$ cat src/rtl/dispatcher_host_pkg.sv
// Descriptor layout shared by the host workgroup queue and its loader.
// Fields are packed LSB-first in the order of the offset list below.
package dispatcher_host_pkg;

    localparam int unsigned WG_ID_W      = 6;
    localparam int unsigned WF_COUNT_W   = 4;
    localparam int unsigned WAVE_ITEM_W  = 6;
    localparam int unsigned VGPR_ID_W    = 8;
    localparam int unsigned SGPR_ID_W    = 4;
    localparam int unsigned LDS_ID_W     = 8;
    localparam int unsigned GDS_ID_W     = 14;
    localparam int unsigned MEM_ADDR_W   = 32;

    localparam int unsigned VGPR_SIZE_W  = VGPR_ID_W + 1;
    localparam int unsigned SGPR_SIZE_W  = SGPR_ID_W + 1;
    localparam int unsigned LDS_SIZE_W   = LDS_ID_W + 1;
    localparam int unsigned GDS_SIZE_W   = GDS_ID_W + 1;

    localparam int unsigned WG_ID_LSB       = 0;
    localparam int unsigned WG_ID_MSB       = WG_ID_LSB + WG_ID_W - 1;
    localparam int unsigned NUM_WF_LSB      = WG_ID_MSB + 1;
    localparam int unsigned NUM_WF_MSB      = NUM_WF_LSB + WF_COUNT_W - 1;
    localparam int unsigned WF_SIZE_LSB     = NUM_WF_MSB + 1;
    localparam int unsigned WF_SIZE_MSB     = WF_SIZE_LSB + WAVE_ITEM_W - 1;
    localparam int unsigned VGPR_TOT_LSB    = WF_SIZE_MSB + 1;
    localparam int unsigned VGPR_TOT_MSB    = VGPR_TOT_LSB + VGPR_SIZE_W - 1;
    localparam int unsigned SGPR_TOT_LSB    = VGPR_TOT_MSB + 1;
    localparam int unsigned SGPR_TOT_MSB    = SGPR_TOT_LSB + SGPR_SIZE_W - 1;
    localparam int unsigned LDS_TOT_LSB     = SGPR_TOT_MSB + 1;
    localparam int unsigned LDS_TOT_MSB     = LDS_TOT_LSB + LDS_SIZE_W - 1;
    localparam int unsigned GDS_TOT_LSB     = LDS_TOT_MSB + 1;
    localparam int unsigned GDS_TOT_MSB     = GDS_TOT_LSB + GDS_SIZE_W - 1;
    localparam int unsigned VGPR_WF_LSB     = GDS_TOT_MSB + 1;
    localparam int unsigned VGPR_WF_MSB     = VGPR_WF_LSB + VGPR_SIZE_W - 1;
    localparam int unsigned SGPR_WF_LSB     = VGPR_WF_MSB + 1;
    localparam int unsigned SGPR_WF_MSB     = SGPR_WF_LSB + SGPR_SIZE_W - 1;
    localparam int unsigned START_PC_LSB    = SGPR_WF_MSB + 1;
    localparam int unsigned START_PC_MSB    = START_PC_LSB + MEM_ADDR_W - 1;
    localparam int unsigned DESC_W          = START_PC_MSB + 1;

    typedef struct packed {
        logic [MEM_ADDR_W-1:0]  start_pc;
        logic [SGPR_SIZE_W-1:0] sgpr_per_wf;
        logic [VGPR_SIZE_W-1:0] vgpr_per_wf;
        logic [GDS_SIZE_W-1:0]  gds_total;
        logic [LDS_SIZE_W-1:0]  lds_total;
        logic [SGPR_SIZE_W-1:0] sgpr_total;
        logic [VGPR_SIZE_W-1:0] vgpr_total;
        logic [WAVE_ITEM_W-1:0] wf_size;
        logic [WF_COUNT_W-1:0]  num_wf;
        logic [WG_ID_W-1:0]     wg_id;
    } desc_t;

    function automatic logic [DESC_W-1:0] pack_desc(desc_t d);
        logic [DESC_W-1:0] raw;
        raw = '0;
        raw[WG_ID_MSB:WG_ID_LSB]       = d.wg_id;
        raw[NUM_WF_MSB:NUM_WF_LSB]     = d.num_wf;
        raw[WF_SIZE_MSB:WF_SIZE_LSB]   = d.wf_size;
        raw[VGPR_TOT_MSB:VGPR_TOT_LSB] = d.vgpr_total;
        raw[SGPR_TOT_MSB:SGPR_TOT_LSB] = d.sgpr_total;
        raw[LDS_TOT_MSB:LDS_TOT_LSB]   = d.lds_total;
        raw[GDS_TOT_MSB:GDS_TOT_LSB]   = d.gds_total;
        raw[VGPR_WF_MSB:VGPR_WF_LSB]   = d.vgpr_per_wf;
        raw[SGPR_WF_MSB:SGPR_WF_LSB]   = d.sgpr_per_wf;
        raw[START_PC_MSB:START_PC_LSB] = d.start_pc;
        return raw;
    endfunction

    function automatic desc_t unpack_desc(logic [DESC_W-1:0] raw);
        desc_t d;
        d.wg_id       = raw[WG_ID_MSB:WG_ID_LSB];
        d.num_wf      = raw[NUM_WF_MSB:NUM_WF_LSB];
        d.wf_size     = raw[WF_SIZE_MSB:WF_SIZE_LSB];
        d.vgpr_total  = raw[VGPR_TOT_MSB:VGPR_TOT_LSB];
        d.sgpr_total  = raw[SGPR_TOT_MSB:SGPR_TOT_LSB];
        d.lds_total   = raw[LDS_TOT_MSB:LDS_TOT_LSB];
        d.gds_total   = raw[GDS_TOT_MSB:GDS_TOT_LSB];
        d.vgpr_per_wf = raw[VGPR_WF_MSB:VGPR_WF_LSB];
        d.sgpr_per_wf = raw[SGPR_WF_MSB:SGPR_WF_LSB];
        d.start_pc    = raw[START_PC_MSB:START_PC_LSB];
        return d;
    endfunction

endpackage

$ cat src/rtl/dispatcher_host_desc_fifo.sv
// Flop-based synchronous FIFO with flush; read data comes straight from the head storage flop.
module dispatcher_host_desc_fifo
    import dispatcher_host_pkg::*;
#(
    parameter int unsigned WIDTH      = 8,
    parameter int unsigned DEPTH_LOG2 = 3
) (
    input  logic                  clk_i,
    input  logic                  rst_i,
    input  logic                  push_i,
    input  logic [WIDTH-1:0]      wdata_i,
    input  logic                  pop_i,
    input  logic                  flush_i,
    output logic [WIDTH-1:0]      rdata_o,
    output logic [DEPTH_LOG2:0]   count_o,
    output logic                  full_o,
    output logic                  empty_o
);

    localparam int unsigned Depth = 1 << DEPTH_LOG2;

    logic [WIDTH-1:0]      mem_q [Depth];
    logic [DEPTH_LOG2-1:0] wr_ptr_q, rd_ptr_q;
    logic [DEPTH_LOG2:0]   count_q, count_d;
    logic                  do_push, do_pop;

    assign full_o  = (count_q == (DEPTH_LOG2 + 1)'(Depth));
    assign empty_o = (count_q == '0);
    assign rdata_o = mem_q[rd_ptr_q];
    assign count_o = count_q;

    // Flush wins over both ends of the queue in the same cycle.
    assign do_push = push_i && !full_o && !flush_i;
    assign do_pop  = pop_i && !empty_o && !flush_i;

    always_comb begin
        count_d = count_q;
        if (flush_i) begin
            count_d = '0;
        end else if (do_push && !do_pop) begin
            count_d = count_q + (DEPTH_LOG2 + 1)'(1);
        end else if (do_pop && !do_push) begin
            count_d = count_q - (DEPTH_LOG2 + 1)'(1);
        end
    end

    always_ff @(posedge clk_i or posedge rst_i) begin
        if (rst_i) begin
            for (int unsigned i = 0; i < Depth; i++) begin
                mem_q[i] <= '0;
            end
            wr_ptr_q <= '0;
            rd_ptr_q <= '0;
            count_q  <= '0;
        end else begin
            count_q <= count_d;
            if (flush_i) begin
                wr_ptr_q <= '0;
                rd_ptr_q <= '0;
            end else begin
                if (do_push) begin
                    mem_q[wr_ptr_q] <= wdata_i;
                    wr_ptr_q        <= wr_ptr_q + 1'b1;
                end
                if (do_pop) begin
                    rd_ptr_q <= rd_ptr_q + 1'b1;
                end
            end
        end
    end

endmodule

$ cat src/rtl/dispatcher_host_wg_queue.sv
// Host-side workgroup source: queues descriptors for the dispatcher and tracks per-WG
// wavefront completion, raising a registered done pulse when a WG's last WF retires.
module dispatcher_host_wg_queue
    import dispatcher_host_pkg::*;
#(
    parameter int unsigned WG_ID_WIDTH      = WG_ID_W,
    parameter int unsigned WF_COUNT_WIDTH   = WF_COUNT_W,
    parameter int unsigned WAVE_ITEM_WIDTH  = WAVE_ITEM_W,
    parameter int unsigned VGPR_ID_WIDTH    = VGPR_ID_W,
    parameter int unsigned SGPR_ID_WIDTH    = SGPR_ID_W,
    parameter int unsigned LDS_ID_WIDTH     = LDS_ID_W,
    parameter int unsigned GDS_ID_WIDTH     = GDS_ID_W,
    parameter int unsigned MEM_ADDR_WIDTH   = MEM_ADDR_W,
    parameter int unsigned QUEUE_DEPTH_LOG2 = 3
) (
    input  logic                        clk,
    input  logic                        rst,
    input  logic                        load_valid,
    output logic                        load_ready,
    input  logic [DESC_W-1:0]           load_desc,
    input  logic                        host_flush,
    output logic                        host_wg_valid,
    output logic [WG_ID_WIDTH-1:0]      host_wg_id,
    output logic [WF_COUNT_WIDTH-1:0]   host_num_wf,
    output logic [WAVE_ITEM_WIDTH-1:0]  host_wf_size,
    output logic [VGPR_ID_WIDTH:0]      host_vgpr_size_total,
    output logic [SGPR_ID_WIDTH:0]      host_sgpr_size_total,
    output logic [LDS_ID_WIDTH:0]       host_lds_size_total,
    output logic [GDS_ID_WIDTH:0]       host_gds_size_total,
    output logic [VGPR_ID_WIDTH:0]      host_vgpr_size_per_wf,
    output logic [SGPR_ID_WIDTH:0]      host_sgpr_size_per_wf,
    output logic [MEM_ADDR_WIDTH-1:0]   host_start_pc,
    input  logic                        inflight_wg_buffer_host_rcvd_ack,
    input  logic                        inflight_wg_buffer_host_wf_done,
    input  logic [WG_ID_WIDTH-1:0]      inflight_wg_buffer_host_wf_done_wg_id,
    output logic                        host_wg_done,
    output logic [WG_ID_WIDTH-1:0]      host_wg_done_id,
    output logic [QUEUE_DEPTH_LOG2:0]   host_queue_count,
    output logic [WG_ID_WIDTH:0]        host_outstanding,
    output logic                        host_all_idle,
    output logic                        host_err
);

    localparam int unsigned NumIds = 1 << WG_ID_WIDTH;

    logic [DESC_W-1:0] head_raw;
    desc_t             head;
    logic              fifo_full, fifo_empty, pop_fire;

    dispatcher_host_desc_fifo #(
        .WIDTH      (DESC_W),
        .DEPTH_LOG2 (QUEUE_DEPTH_LOG2)
    ) u_desc_fifo (
        .clk_i   (clk),
        .rst_i   (rst),
        .push_i  (load_valid),
        .wdata_i (load_desc),
        .pop_i   (inflight_wg_buffer_host_rcvd_ack),
        .flush_i (host_flush),
        .rdata_o (head_raw),
        .count_o (host_queue_count),
        .full_o  (fifo_full),
        .empty_o (fifo_empty)
    );

    assign head                  = unpack_desc(head_raw);
    assign load_ready            = !fifo_full;
    assign host_wg_valid         = !fifo_empty;
    assign host_wg_id            = head.wg_id;
    assign host_num_wf           = head.num_wf;
    assign host_wf_size          = head.wf_size;
    assign host_vgpr_size_total  = head.vgpr_total;
    assign host_sgpr_size_total  = head.sgpr_total;
    assign host_lds_size_total   = head.lds_total;
    assign host_gds_size_total   = head.gds_total;
    assign host_vgpr_size_per_wf = head.vgpr_per_wf;
    assign host_sgpr_size_per_wf = head.sgpr_per_wf;
    assign host_start_pc         = head.start_pc;

    // A flush in the same cycle swallows the ack, so nothing enters the table.
    assign pop_fire = inflight_wg_buffer_host_rcvd_ack && !fifo_empty && !host_flush;

    logic [NumIds-1:0]         busy_q, busy_d;
    logic [WF_COUNT_WIDTH-1:0] remaining_q [NumIds];
    logic [WF_COUNT_WIDTH-1:0] remaining_d [NumIds];
    logic [WG_ID_WIDTH:0]      outstanding_q, outstanding_d;
    logic                      done_q, done_d;
    logic [WG_ID_WIDTH-1:0]    done_id_q, done_id_d;
    logic                      err_q, err_d;
    logic                      out_inc, out_dec;
    logic [WG_ID_WIDTH-1:0]    wf_id;

    assign wf_id = inflight_wg_buffer_host_wf_done_wg_id;

    always_comb begin
        busy_d      = busy_q;
        remaining_d = remaining_q;
        err_d       = err_q;
        done_d      = 1'b0;
        done_id_d   = done_id_q;
        out_inc     = 1'b0;
        out_dec     = 1'b0;

        if (inflight_wg_buffer_host_rcvd_ack && fifo_empty) begin
            err_d = 1'b1;
        end

        if (inflight_wg_buffer_host_wf_done) begin
            if (!busy_q[wf_id]) begin
                err_d = 1'b1;
            end else if (pop_fire && head.wg_id == wf_id) begin
                // Re-dispatch of an id still in flight: the new dispatch wins.
                err_d = 1'b1;
            end else begin
                remaining_d[wf_id] = remaining_q[wf_id] - 1'b1;
                if (remaining_q[wf_id] == WF_COUNT_WIDTH'(1)) begin
                    busy_d[wf_id] = 1'b0;
                    out_dec       = 1'b1;
                    done_d        = 1'b1;
                    done_id_d     = wf_id;
                end
            end
        end

        if (pop_fire) begin
            if (head.num_wf == '0) begin
                err_d = 1'b1;
            end else begin
                if (busy_q[head.wg_id]) begin
                    err_d = 1'b1;
                end else begin
                    out_inc = 1'b1;
                end
                busy_d[head.wg_id]      = 1'b1;
                remaining_d[head.wg_id] = head.num_wf;
            end
        end

        outstanding_d = outstanding_q;
        if (out_inc && !out_dec) begin
            outstanding_d = outstanding_q + 1'b1;
        end else if (out_dec && !out_inc) begin
            outstanding_d = outstanding_q - 1'b1;
        end
    end

    always_ff @(posedge clk or posedge rst) begin
        if (rst) begin
            busy_q        <= '0;
            for (int unsigned i = 0; i < NumIds; i++) begin
                remaining_q[i] <= '0;
            end
            outstanding_q <= '0;
            done_q        <= 1'b0;
            done_id_q     <= '0;
            err_q         <= 1'b0;
        end else begin
            busy_q        <= busy_d;
            remaining_q   <= remaining_d;
            outstanding_q <= outstanding_d;
            done_q        <= done_d;
            done_id_q     <= done_id_d;
            err_q         <= err_d;
        end
    end

    assign host_wg_done     = done_q;
    assign host_wg_done_id  = done_id_q;
    assign host_outstanding = outstanding_q;
    assign host_all_idle    = fifo_empty && (outstanding_q == '0);
    assign host_err         = err_q;

endmodule

$ cat config.mk
export PLATFORM = sky130hd
export DESIGN_NAME = dispatcher_host_wg_queue
export DESIGN_NICKNAME = d
export VERILOG_FILES = /design/src/rtl/dispatcher_host_pkg.sv /design/src/rtl/dispatcher_host_desc_fifo.sv /design/src/rtl/dispatcher_host_wg_queue.sv
export SDC_FILE = /design/constraint.sdc
export NUM_CORES = 2
export LEC_CHECK = 0
export ABC_CLOCK_PERIOD_IN_PS = 41600
export CAP_MARGIN = 20
export CORE_UTILIZATION = 37
export DETAILED_ROUTE_END_ITERATION = 10
export GPL_TIMING_DRIVEN = 0
export PLACE_DENSITY_LB_ADDON = 0.05
export SLEW_MARGIN = 20
export SYNTH_ARGS = -nofsm -noshare
export SYNTH_HDL_FRONTEND = slang
export SYNTH_HIERARCHICAL = 1
export SYNTH_SLANG_ARGS = --single-unit
$ cat constraint.sdc
create_clock -name clk -period 41.6 [get_ports clk]
set_clock_uncertainty 0.15 [all_clocks]
set_input_delay 8.32 -clock clk [delete_from_list [all_inputs] [get_ports clk]]
set_output_delay 8.32 -clock clk [all_outputs]
set_load 0.01 [all_outputs]
==> flow_metrics.env <==
export IMPL_run_status="complete, no violations"
export IMPL_fmaxAchievable_ghz=0.0639
export IMPL_floorplan_die_height_um=395
export IMPL_final_min_clock_period_ns=15.64
export IMPL_initialDrtViolationCount=3661
export IMPL_timing_setup_critical_path_class="input pin to register"
export IMPL_timing_worst_slew_pin_value_ns=1.36
export IMPL_yosys_warnings=6
export IMPL_grt_usage_pct=27.5
export IMPL_internal_power_uw=3020
export IMPL_timing_critical_path_required_ns=42.09
export IMPL_drive_above_1_share_pct=34.1
export IMPL_power_leakage_uw=0.0303
export IMPL_ys_ff_latch=1145
export IMPL_drcViolationCount=0
export IMPL_gr_ovfl_total=0
export IMPL_place_hpwl_um=146000
export IMPL_average_wire_length_per_cell_after_detail_routing_um=31.8
export IMPL_max_stage_delay_on_crit_path_ns=0.93
export IMPL_total_placed_instance_area_um2=62600
export IMPL_synth_most_common_cell="sky130_fd_sc_hd__dfrtp_1"
export IMPL_hold_violations=0
export IMPL_initial_antenna_violation_count=23
export IMPL_clock_tree_buffer_depth=3
export IMPL_area_growth_pct=17.7
export IMPL_worst_path_max_fanout=10
export IMPL_route_detailed_vias_per_inst=5.84
export IMPL_grt_max_degree=99
export IMPL_start_kind="input pin"
export IMPL_synth_net_count=4385
export IMPL_synthDominantAreaCellType="sky130_fd_sc_hd__dfrtp_1"
export IMPL_count_of_vias_placed_by_the_detailed_router=39600
export IMPL_power_ir_vdd_worst_uv=41.4
export IMPL_synth_top_area_share_pct=50.1
export IMPL_synth_cell_type_count=82
export IMPL_crit_path_frequent_cell="sky130_fd_sc_hd__clkbuf_1"
export IMPL_cts_tree="done"
export IMPL_worst_setup_path_end_kind="register"
export IMPL_grt_pass1_wl_um=309000
export IMPL_drt_antenna_violating_nets=0
export IMPL_syn_inst=4257
export IMPL_fin_area_um2=67300
export IMPL_synth_main_ff_cell="sky130_fd_sc_hd__dfrtp_1"
export IMPL_number_of_global_route_vias_before_repair=40600
export IMPL_clkSlewWorstSetupHoldPaths_ns=0.05
export IMPL_power_per_cell_area_nw_per_um2=71.3
export IMPL_slowest_cell_on_the_critical_path="sky130_fd_sc_hd__clkbuf_1"
export IMPL_fin_crit_sh_pct=37.6
export IMPL_cts_setup_buffers=0
export IMPL_worst_path_dominant_cell_family="buffers and inverters"
export IMPL_rsz_0062_raised_after_global_routing="no"
export IMPL_setup_viol_count_final=0
export IMPL_gp_congestion=1.03
export IMPL_drtPass1Iterations=6
export IMPL_standard_cell_row_count=143
export IMPL_postCtsResizedCells=0
export IMPL_finalNetCount=4777
export IMPL_ctsRootBufferMaster="sky130_fd_sc_hd__clkbuf_16"
export IMPL_synth_top_cells_by_area="sky130_fd_sc_hd__dfrtp_1 (50%), sky130_fd_sc_hd__mux2_2 (14%), sky130_fd_sc_hd__mux4_2 (9.0%)"
export IMPL_start_util_pct=37.4
export IMPL_p_seq_share_pct=34.1
export IMPL_cp_buffers_inverters=12
export IMPL_worstPathArrival_ns=16.13
export IMPL_hold_ws_ns=0.332
export IMPL_clk_latency_ns=0.78
export IMPL_relSlewSlack_pct=9.32
export IMPL_clock_sinks=1145
export IMPL_power_share_of_the_clock_group_pct=26.1
export IMPL_drt_total_wl_um=216000
export IMPL_drv_slew=0
export IMPL_power_switching_share_pct=37.0
export IMPL_synthTopCellsByCount="sky130_fd_sc_hd__dfrtp_1 (1145), sky130_fd_sc_hd__mux2_2 (717), sky130_fd_sc_hd__nand2_1 (317)"
export IMPL_die_area_um2=156000
export IMPL_ys_async_rst_share_pct=100
export IMPL_min_delay_path_class="register to register"
export IMPL_numCtsBuffers=138
export IMPL_avgSynthCellArea_um2=13.4
export IMPL_finalSetupTns_ns=0
export IMPL_portBuffers=230
export IMPL_synth_area_um2=57200
export IMPL_postCtsHoldBufs=0
export IMPL_seq_area_frac_synth_pct=50.1
export IMPL_h_tree_depth=4
export IMPL_power_share_combinational_pct=39.8
export IMPL_die_width_um=395
export IMPL_netSwitchingPower_uw=1770
export IMPL_floorplan_core_area_um2=153000
export IMPL_final_core_util_pct=44.1
export IMPL_max_cap_viol_count=0
export IMPL_synth_edf_count=0
export IMPL_pin_count=234
-- power groups by stage --
stage / clock, uW / combinational (uW) / sequential, uW
floorplan: 0 / 1100 / 1580
global placement: 0 / 1870 / 1650
detailed placement: 0 / 1890 / 1640
CTS: 1280 / 1900 / 1630
global route: 1320 / 1990 / 1670
finish: 1250 / 1910 / 1640
-- sequential cells by signal, indices dropped and copies added (netlist names) --
register	count
host_wg_done_id	6
host_wg_done	1
u_desc_fifo/wr_ptr_q	3
host_outstanding	7
u_desc_fifo/rd_ptr_q	3
host_err	1
u_desc_fifo/mem_q	800
remaining_q	256
busy_q	64
u_desc_fifo/count_o	4
-- area by class of cell --
type	instances	area, um2
antenna	2	5.00
buffer	330	2090
clock buffer	206	4070
clock inverter	38	572
fill	14000	85400
inverter	25	109
multi-input combinational	2757	26400
sequential	1145	28700
tap	2030	2540
timing repair buffer	252	2830
-- path summary, 6_finish.rpt --
| check | from | endpoint | slack, ns | cells past startpoint |
|---|---|---|---|---|
| min reg2reg | host_wg_done_id[1]$_DFFE_PP0P_ | host_wg_done_id[1]$_DFFE_PP0P_ | 0.33 | 1 |
| max | inflight_wg_buffer_host_wf_done_wg_id[5] | host_outstanding[6]$_DFFE_PP0P_ | 25.96 | 27 |
| min | host_wg_done_id[1]$_DFFE_PP0P_ | host_wg_done_id[1]$_DFFE_PP0P_ | 0.33 | 1 |
| min in group asynchronous | rst | u_desc_fifo/mem_q[115]$_DFFE_PP0P_ | 8.00 | 2 |
| max reg2reg | u_desc_fifo/rd_ptr_q[0]$_DFFE_PP0P_ | host_outstanding[6]$_DFFE_PP0P_ | 33.56 | 25 |
| max in group asynchronous | rst | u_desc_fifo/mem_q[746]$_DFFE_PP0P_ | 30.98 | 6 |
-- per-layer routing --
layer	share of wire [%]	vias up	track usage (%)	routed length [um]
met5	0.098	-	0	212
met4	5.1	36	13.1	10900
met3	7.3	521	6.77	15800
met2	44	1628	41.5	95900
met1	43	20700	37.1	92800
li1	-	16700	-	-
-- stage by stage --
step                      cells  total power, uW  setup slack (ns)
final                      6785             4790             25.96
after global placement     6517             3520             -1.17
after CTS                  6783             4810             26.41
after global routing       6784             4990             26.05
after detailed placement   6539             3540             25.60
after floorplan            4257             2690             10.38
-- cells in the final DEF (no fill, tap or decap), types with 22 or more instances in the layout --
cell                              netlist  layout
sky130_fd_sc_hd__mux2_2               717     717
sky130_fd_sc_hd__clkbuf_16              0     141
sky130_fd_sc_hd__a31oi_1               56      56
sky130_fd_sc_hd__mux2i_1              179     179
sky130_fd_sc_hd__a41oi_1               47      47
sky130_fd_sc_hd__a22oi_1               22      22
sky130_fd_sc_hd__clkbuf_8               0      30
sky130_fd_sc_hd__nor2_1               182     178
sky130_fd_sc_hd__o21ai_1               54      54
sky130_fd_sc_hd__and3_1                49      49
sky130_fd_sc_hd__o21ai_0              139     139
sky130_fd_sc_hd__nand3_1              112     112
sky130_fd_sc_hd__dfrtp_1             1145    1145
sky130_fd_sc_hd__o211ai_1              76      76
sky130_fd_sc_hd__a221oi_1              30      30
sky130_fd_sc_hd__nand4_1               45      45
sky130_fd_sc_hd__nand2_1              317     317
sky130_fd_sc_hd__clkdlybuf4s50_1        0     230
sky130_fd_sc_hd__a21oi_1               32      32
sky130_fd_sc_hd__mux2_4               200     200
sky130_fd_sc_hd__buf_2                 97      97
sky130_fd_sc_hd__buf_6                 41      43
sky130_fd_sc_hd__mux4_2               228     228
sky130_fd_sc_hd__clkbuf_1             145     160
-- kinds of logic after synthesis --
family / Yosys count / share of synthesized area, %
AOI/OAI and AO/OA: 562 / 6.60
xor gates and xnor gates: 20 / 0.333
adders and majority gates: 16 / 0.377
buffers and inverters: 355 / 3.77
DFF: 1145 / 50.1
muxes: 1332 / 31.7
and+or+nand+nor: 827 / 7.13
(Power assumes the default switching activity.)
